$ cat config.mk
export PLATFORM = sky130hd
export DESIGN_NAME = viterbi_decoder
export DESIGN_NICKNAME = d
export VERILOG_FILES = /design/src/rtl/viterbi_decoder.sv
export SDC_FILE = /design/constraint.sdc
export NUM_CORES = 1
export LEC_CHECK = 0
export CAP_MARGIN = 40
export CORE_MARGIN = 2
export CORE_UTILIZATION = 25
export CTS_CLUSTER_SIZE = 12
export DETAILED_ROUTE_END_ITERATION = 16
export PLACE_DENSITY_LB_ADDON = 0.12
export SYNTH_ARGS = -nofsm -noshare
export SYNTH_HDL_FRONTEND = slang
export SYNTH_SLANG_ARGS = --single-unit
$ cat constraint.sdc
create_clock -name clock -period 13.65 [get_ports clock]
set_input_delay 4.095 -clock clock [delete_from_list [all_inputs] [get_ports clock]]
set_output_delay 4.095 -clock clock [all_outputs]
set_load 0.01 [all_outputs]
$ cat src/rtl/viterbi_decoder.sv
// Hard-decision Viterbi decoder for the rate-1/2, K=3 code (p0 = u^s0^s1, p1 = u^s0).
// Serial code bits are paired into symbols. Each symbol runs one add-compare-select
// step over four states. Survivors are kept in register-exchange form, and one
// decision is emitted per symbol once the survivor window is full.
module viterbi_decoder #(
  parameter int TB_DEPTH = 16,
  parameter int PM_W     = 6
) (
  input  logic clock,
  input  logic reset,
  input  logic in,
  input  logic in_valid,
  output logic out,
  output logic out_valid
);

  localparam int                CW       = PM_W + 2;
  localparam int                CNT_W    = $clog2(TB_DEPTH + 1);
  localparam logic [PM_W-1:0]   PM_INIT  = PM_W'(2 ** (PM_W - 2));
  localparam logic [CW-1:0]     PM_MAX   = CW'((2 ** PM_W) - 1);
  localparam logic [CNT_W-1:0]  CNT_FULL = CNT_W'(TB_DEPTH);

  logic                phase_reg;
  logic                p0_reg;
  logic                sym_done_reg;
  logic [CNT_W-1:0]    count_reg;
  logic [PM_W-1:0]     pm_reg    [4];
  logic [TB_DEPTH-1:0] path_reg  [4];
  logic [CW-1:0]       cand      [4];
  logic [PM_W-1:0]     pm_next   [4];
  logic [TB_DEPTH-1:0] path_next [4];
  logic [CW-1:0]       cand_min;
  logic [PM_W-1:0]     best_pm;
  logic [1:0]          best_idx;
  logic [1:0]          rx;
  logic                sym_fire;

  // The received symbol is the latched p0 followed by the bit on the input now
  assign rx       = {p0_reg, in};
  assign sym_fire = in_valid & phase_reg;

  // Add-compare-select for new state {a,b}: predecessors {b,0} and {b,1}, input bit u=a
  generate
    for (genvar gi = 0; gi < 4; gi++) begin : g_acs
      localparam logic A  = 1'((gi >> 1) & 1);
      localparam logic B  = 1'(gi & 1);
      localparam int   P0 = 2 * (gi & 1);
      localparam int   P1 = P0 + 1;
      logic [1:0]    exp0;
      logic [1:0]    exp1;
      logic [CW-1:0] c0;
      logic [CW-1:0] c1;
      logic          pick1;
      // Expected pair from the predecessor whose s1 is 0 and from the one whose s1 is 1
      assign exp0  = {A ^ B, A ^ B};
      assign exp1  = {~(A ^ B), A ^ B};
      assign c0    = CW'(pm_reg[P0]) + CW'(rx[1] ^ exp0[1]) + CW'(rx[0] ^ exp0[0]);
      assign c1    = CW'(pm_reg[P1]) + CW'(rx[1] ^ exp1[1]) + CW'(rx[0] ^ exp1[0]);
      // Strict compare: ties keep the predecessor with s1 = 0
      assign pick1 = (c1 < c0);
      assign cand[gi]      = pick1 ? c1 : c0;
      assign path_next[gi] = {pick1 ? path_reg[P1][TB_DEPTH-2:0] : path_reg[P0][TB_DEPTH-2:0], A};
    end
  endgenerate

  // Smallest of the four candidate metrics, removed from all of them to bound growth
  always_comb begin
    cand_min = cand[0];
    for (int i = 1; i < 4; i++) begin
      if (cand[i] < cand_min) cand_min = cand[i];
    end
  end

  generate
    for (genvar gi = 0; gi < 4; gi++) begin : g_norm
      logic [CW-1:0] diff;
      assign diff        = cand[gi] - cand_min;
      assign pm_next[gi] = (diff > PM_MAX) ? {PM_W{1'b1}} : diff[PM_W-1:0];
    end
  endgenerate

  // Best state on the stored metrics: lowest metric, ties go to the lowest index
  always_comb begin
    best_pm  = pm_reg[0];
    best_idx = 2'd0;
    for (int i = 1; i < 4; i++) begin
      if (pm_reg[i] < best_pm) begin
        best_pm  = pm_reg[i];
        best_idx = 2'(i);
      end
    end
  end

  // Deserializer: latch p0, then a symbol completes on the following valid bit
  always_ff @(posedge clock or negedge reset) begin
    if (!reset) begin
      phase_reg <= 1'b0;
      p0_reg    <= 1'b0;
    end else if (in_valid) begin
      if (!phase_reg) p0_reg <= in;
      phase_reg <= ~phase_reg;
    end
  end

  // Trellis state: metrics, survivor paths and the saturating symbol counter
  always_ff @(posedge clock or negedge reset) begin
    if (!reset) begin
      for (int i = 0; i < 4; i++) begin
        if (i == 0) pm_reg[i] <= '0;
        else        pm_reg[i] <= PM_INIT;
        path_reg[i] <= '0;
      end
      count_reg    <= '0;
      sym_done_reg <= 1'b0;
    end else begin
      sym_done_reg <= sym_fire;
      if (sym_fire) begin
        for (int i = 0; i < 4; i++) begin
          pm_reg[i]   <= pm_next[i];
          path_reg[i] <= path_next[i];
        end
        if (count_reg != CNT_FULL) count_reg <= count_reg + CNT_W'(1);
      end
    end
  end

  // Decision one clock after each symbol once the window is full; out holds between pulses
  always_ff @(posedge clock or negedge reset) begin
    if (!reset) begin
      out       <= 1'b0;
      out_valid <= 1'b0;
    end else begin
      out_valid <= 1'b0;
      if (sym_done_reg && (count_reg == CNT_FULL)) begin
        out_valid <= 1'b1;
        out       <= path_reg[best_idx][TB_DEPTH-1];
      end
    end
  end

endmodule

Yosys cells after proc, flatten, opt, wreduce, memory -nomap -nowiden. Index checks and enable logic that the tools add are counted.

$add $sub $neg: 21. Multiply operators: 0. Div/mod/pow operators: 0. $lt $le $gt $ge: 15. Eq/ne operators: 2. Shift operators: 0. Mux-type cells: 24. Bitwise gates (word level): 5. Reductions and logical operators: 3.

Operators by type and width (number): adder 7 x 1 -> 8 bit (8); two-way mux 15 bit (4); adder 6 x 1 -> 7 bit (8); less-than comparator 8 bit (7); two-way mux 8 bit (7); two-way mux 6 bit (6); binary-select mux 16 bit (select 2 bit) (1); > comparator 8 x 6 -> 1 bit (second input constant) (4); two-way mux 16 bit (2); subtractor 8 bit (4); less-than comparator 6 bit (3); adder 5 x 1 -> 5 bit (second input constant) (1); == test 5 bit (second input constant) (1); inequality test 5 bit (second input constant) (1); two-way mux 2 bit (2); AND reduction 2 bit (2); >= comparator 3 bit (second input constant) (1); inverter 1 bit (3); inverter 2 -> 3 bit (1); two-way mux 1 bit (2); bitwise AND 1 bit (1); logical AND 1 bit (1).

Register bits: 96. Latch bits: 0. Bits in writable memories: 0. ROM bits: 0. Bits of input ports: 4. Output and inout bits: 2. Word-level logic and storage cells: 84. Memories kept: 0.

Logic depth before layout (Yosys ltp).
Word-level depth: 14. Mapped depth: 50. Gate-level depth less buffers: 48.

Worst setup path after synthesis. Ideal clock, no wire load.

Path kind: input port to flip-flop. Start: input in. End: register pm_reg[0] (netlist name). Library setup time: 82 ps. Arrival: 12560 ps. Data required time: 13568 ps. Slack: 1008 ps. Cell stages on the path: 45. Path buffers: 2. Cell sequence: inv_1 > fa_1 > inv_1 > ha_1 > nand3_1 > xnor2_1 > ha_1 > a211o_1 > o221a_2 > a21oi_1 > a21oi_1 > ha_1 > and4b_1 > nand3_1 > o21ai_1 > mux2i_1 > ha_1 > a211oi_1 > [... 9 more ...] > o21a_1 > o22a_1 > a41oi_1 > inv_1 > o21a_1 > buf_4 > nor2_1 > a21o_1 > ha_1 > nor2b_1 > o21ai_0 > nand2b_1 > and2_1 > and2_1 > a221oi_2 > nor4b_1 > a311o_1 > a31oi_1.

Word-level cells in the longest chain between the ends: 13. Elaborated cells on any way between the ends: 26. Classes of those cells: add/sub: 9; order compare: 8; mux: 8; bitwise: 1.

Ends and longest elaborated chain: from (decl) (line 11) `input logic in,`; inverter 1 bit (no source line); adder 7 x 1 -> 8 bit (on tied branches) (line 58, 57); less-than comparator 8 bit (line 60) `assign pick1 = (c1 < c0);`; two-way mux 8 bit (line 61) `assign cand[gi] = pick1 ? c1 : c0;`; less-than comparator 8 bit (line 70) `if (cand[i] < cand_min) cand_min = cand[i];`; two-way mux 8 bit (line 70); less-than comparator 8 bit (line 70); two-way mux 8 bit (line 70); less-than comparator 8 bit (line 70); two-way mux 8 bit (line 70); subtractor 8 bit (*) (line 77) `assign diff = cand[gi] - cand_min;`; > comparator 8 x 6 -> 1 bit (line 78) `assign pm_next[gi] = (diff > PM_MAX) ? {PM_W{1'b1}} : diff[PM_W-1:0];`; two-way mux 6 bit (*) (line 78); to (signal, indexed assignment) (line 119) `pm_reg[i] <= pm_next[i];`; to (decl) (line 27) `logic [PM_W-1:0] pm_reg [4];`.

Every way passes the cells marked *; elsewhere a longest branch is shown, timed or not. A chain may end at the register's enable or synchronous reset.

Worst setup path in the final report.
Start: input in. End: register pm_reg[1] (netlist name).

Same word-level chain as after synthesis.

==> results_dict.tcl <==
set metrics [dict create \
    fin_crit_sh 0.948 \
    final_area_mm2 0.0101 \
    gr-usage-met2 0.228 \
    place.port_buffers 5 \
    maxCapViolCount 0 \
    hold_start "path_reg[0]" \
    cp_max_fo 8 \
    regArea_mm2 0.00233 \
    hp-class "register to register" \
    drc 0 \
    fmax_ghz 0.0772 \
    via_per_inst 4.67 \
    io_pins 6 \
    met3_usage 0.0169 \
    fin_nets 1149 \
    drtIter0Drc 352 \
    path_clk_slew_ns 0.07 \
    syn_inst 951 \
    outcome "completed" \
    clk_latency_ns 0.36 \
    dp_hpwl_um 20100 \
    cts_max_level 3 \
    arrival_ns 13.22 \
    grt_pass1_wl_um 40600 \
    synth_warnings 0 \
    grt-busiest-layer "met2" \
    grt_max_degree 99 \
    finish.utilization 0.302 \
    fp.dieW_um 187 \
    synth_seq_cells 93 \
    synth-edff-count 0 \
    grt_overflow 0 \
    layout_common_cells "nand2_1, ha_1, buf_4" \
    finClkSkew_ns 0.0148 \
    final-hold-violation-count 0 \
    r2r_slack_ns 3.94 \
    postRouteAntennaNets 0 \
    place.gp.congestion 0.819 \
    dpl_cell_area_mm2 0.00964 \
    syn_area_per_cell_um2 8.82 \
    cts_made_buffers 9 \
    die_y_um 187 \
    final_common_cell "nand2_1" \
    cp_common_cell "ha_1" \
    cts.path.max_buffers 2 \
    cts_tree "done" \
    reg2reg_from "p0_reg" \
    wirelength_um 25200 \
    drv_slew 0 \
    met1_usage 0.215 \
    rr_worst_depth 47 \
    largest_reg_flops 59 \
    place_ws_ns -0.359 \
    worst_pin_slew_ns 0.835 \
    antennaDiodeCount 0 \
    initial_core_util 0.252 \
    fill_cells 3542 \
    dieArea_mm2 0.0350 \
    seq_area_frac_synth 0.278 \
    first_pass_iters 5 \
    rows 67 \
    ys_async_sr_fraction 1.00 \
    grt.total_usage 0.149 \
    worstHoldEndpoint "path_reg[0]" \
    syn-num-nets 1066 \
    synth-main-ff-cell "dfrtp_1" \
    netlist_area_mm2 0.00839 \
    worstHoldPathCells 1 \
    grt_antenna_before_repair 0 \
    setup_viol_count_final 0 \
    start_kind "input port" \
    r2r_end "pm_reg[1]" \
    cts-root-buf "clkbuf_16" \
    rsz0062_at_grt "false" \
    core_mm2 0.0333 \
    endpoint_kind "register" \
    relSlewSlack 0.443 \
    multi_input_area_mm2 0.00576 \
    required_ns 13.92 \
    areaGrowthSynthToFinish_pct 19.8 \
    setup_ws_ns 0.703 \
    critPathSlowestCell "a311o_2" \
    grt_pass1_vias 6921 \
    critPathKind "input port to register" \
    numClockSinks 93 \
    synth_cell_types 77 \
    critPathMaxStageDelay_ns 0.43 \
    fin_crit_ns 12.95 \
    vias 6950 \
    drive_gt1_frac 0.161 \
    wl_per_cell_um 17.0 \
]
[synthesized netlist by cell type (all sizes together), types with 6 or more instances]
| master | number | area share |
|---|---|---|
| nand2 | 104 | 0.047 |
| ha | 98 | 0.15 |
| dfrtp | 90 | 0.27 |
| o21ai | 90 | 0.055 |
| inv | 70 | 0.031 |
| mux2i | 70 | 0.085 |
| nor2 | 61 | 0.027 |
| a21oi | 43 | 0.026 |
| xnor2 | 37 | 0.039 |
| clkbuf | 29 | 0.013 |
| nand3 | 25 | 0.015 |
| a31oi | 20 | 0.015 |
| o21a | 19 | 0.017 |
| xor2 | 17 | 0.018 |
| fa | 13 | 0.031 |
| and3 | 12 | 0.0089 |
| nand2b | 12 | 0.0089 |
| a21o | 11 | 0.0098 |
| nor2b | 11 | 0.0082 |
| a211oi | 10 | 0.012 |
| mux2 | 9 | 0.012 |
| and2 | 7 | 0.0055 |
| nor3 | 7 | 0.0042 |
| o211ai | 7 | 0.0085 |
| nand3b | 6 | 0.0069 |
| o221ai | 6 | 0.0070 |
[per-layer routing]
layer | wire length [um] | up-vias
met4 | 767 | 0
met1 | 12900 | 3279
met5 | 0 | -
met3 | 580 | 32
li1 | - | 3550
met2 | 10900 | 89
[final cells by class]
cell class              count  share of cell area
clock buffers              13              0.0269
well taps                 448              0.0557
clock inverters             3             0.00261
flip-flops and latches     93               0.232
multi-input cells         754               0.573
repair buffers            105              0.0832
inverters                  71              0.0265
[cells by family (layout without fill, tap and decap cells)]
logic type                 count (synthesis)  in the layout  share of synthesized area
AOI/OAI and AO/OA                        251            251                      0.199
xor gates and xnor gates                  54             54                     0.0564
adders and majority gates                112            112                      0.178
buffers and inverters                    104            192                     0.0479
DFF                                       93             93                      0.278
muxes                                     79             79                     0.0971
and+or+nand+nor                          258            258                      0.143
[critical path, delay by kind of cell]
kind / cells / cell delay, ns
buffers and inverters: 9 / 1.38
xor gates and xnor gates: 1 / 0.18
and+or+nand+nor: 13 / 1.73
adders and majority gates: 7 / 1.98
AOI/OAI and AO/OA: 18 / 3.85
[metrics by stage]
step | std cells | TNS, ns | hold slack, ns
global placement | 1466 | -11.65 | 0.450
detailed placement | 1467 | -6.66 | 0.455
finish | 1487 | 0 | 0.465
global route | 1487 | 0 | 0.515
CTS | 1483 | 0 | 0.472
floorplan | 951 | 0 | 0.435
[what timing repair did]
item	in CTS	in global routing
buffers inserted	0	4
pin swaps	0	2
endpoints found under the setup margin	8	24
hold buffers	0	0
gates resized for setup	2	16
hold endpoints to repair	0	0
[worst max-delay path by stage]
stage / startpoint / end / slack (ns)
detailed placement: in / pm_reg[2] / -0.36
finish: in / pm_reg[1] / 0.70
global placement: in / pm_reg[4] / -0.58
global route: in / pm_reg[3] / 0.06
floorplan: in / pm_reg[0] / 1.01
CTS: in / pm_reg[4] / 0.05
Power is not shown: default switching activity piles up to over one toggle a cycle in this logic, so the estimate is an artifact.
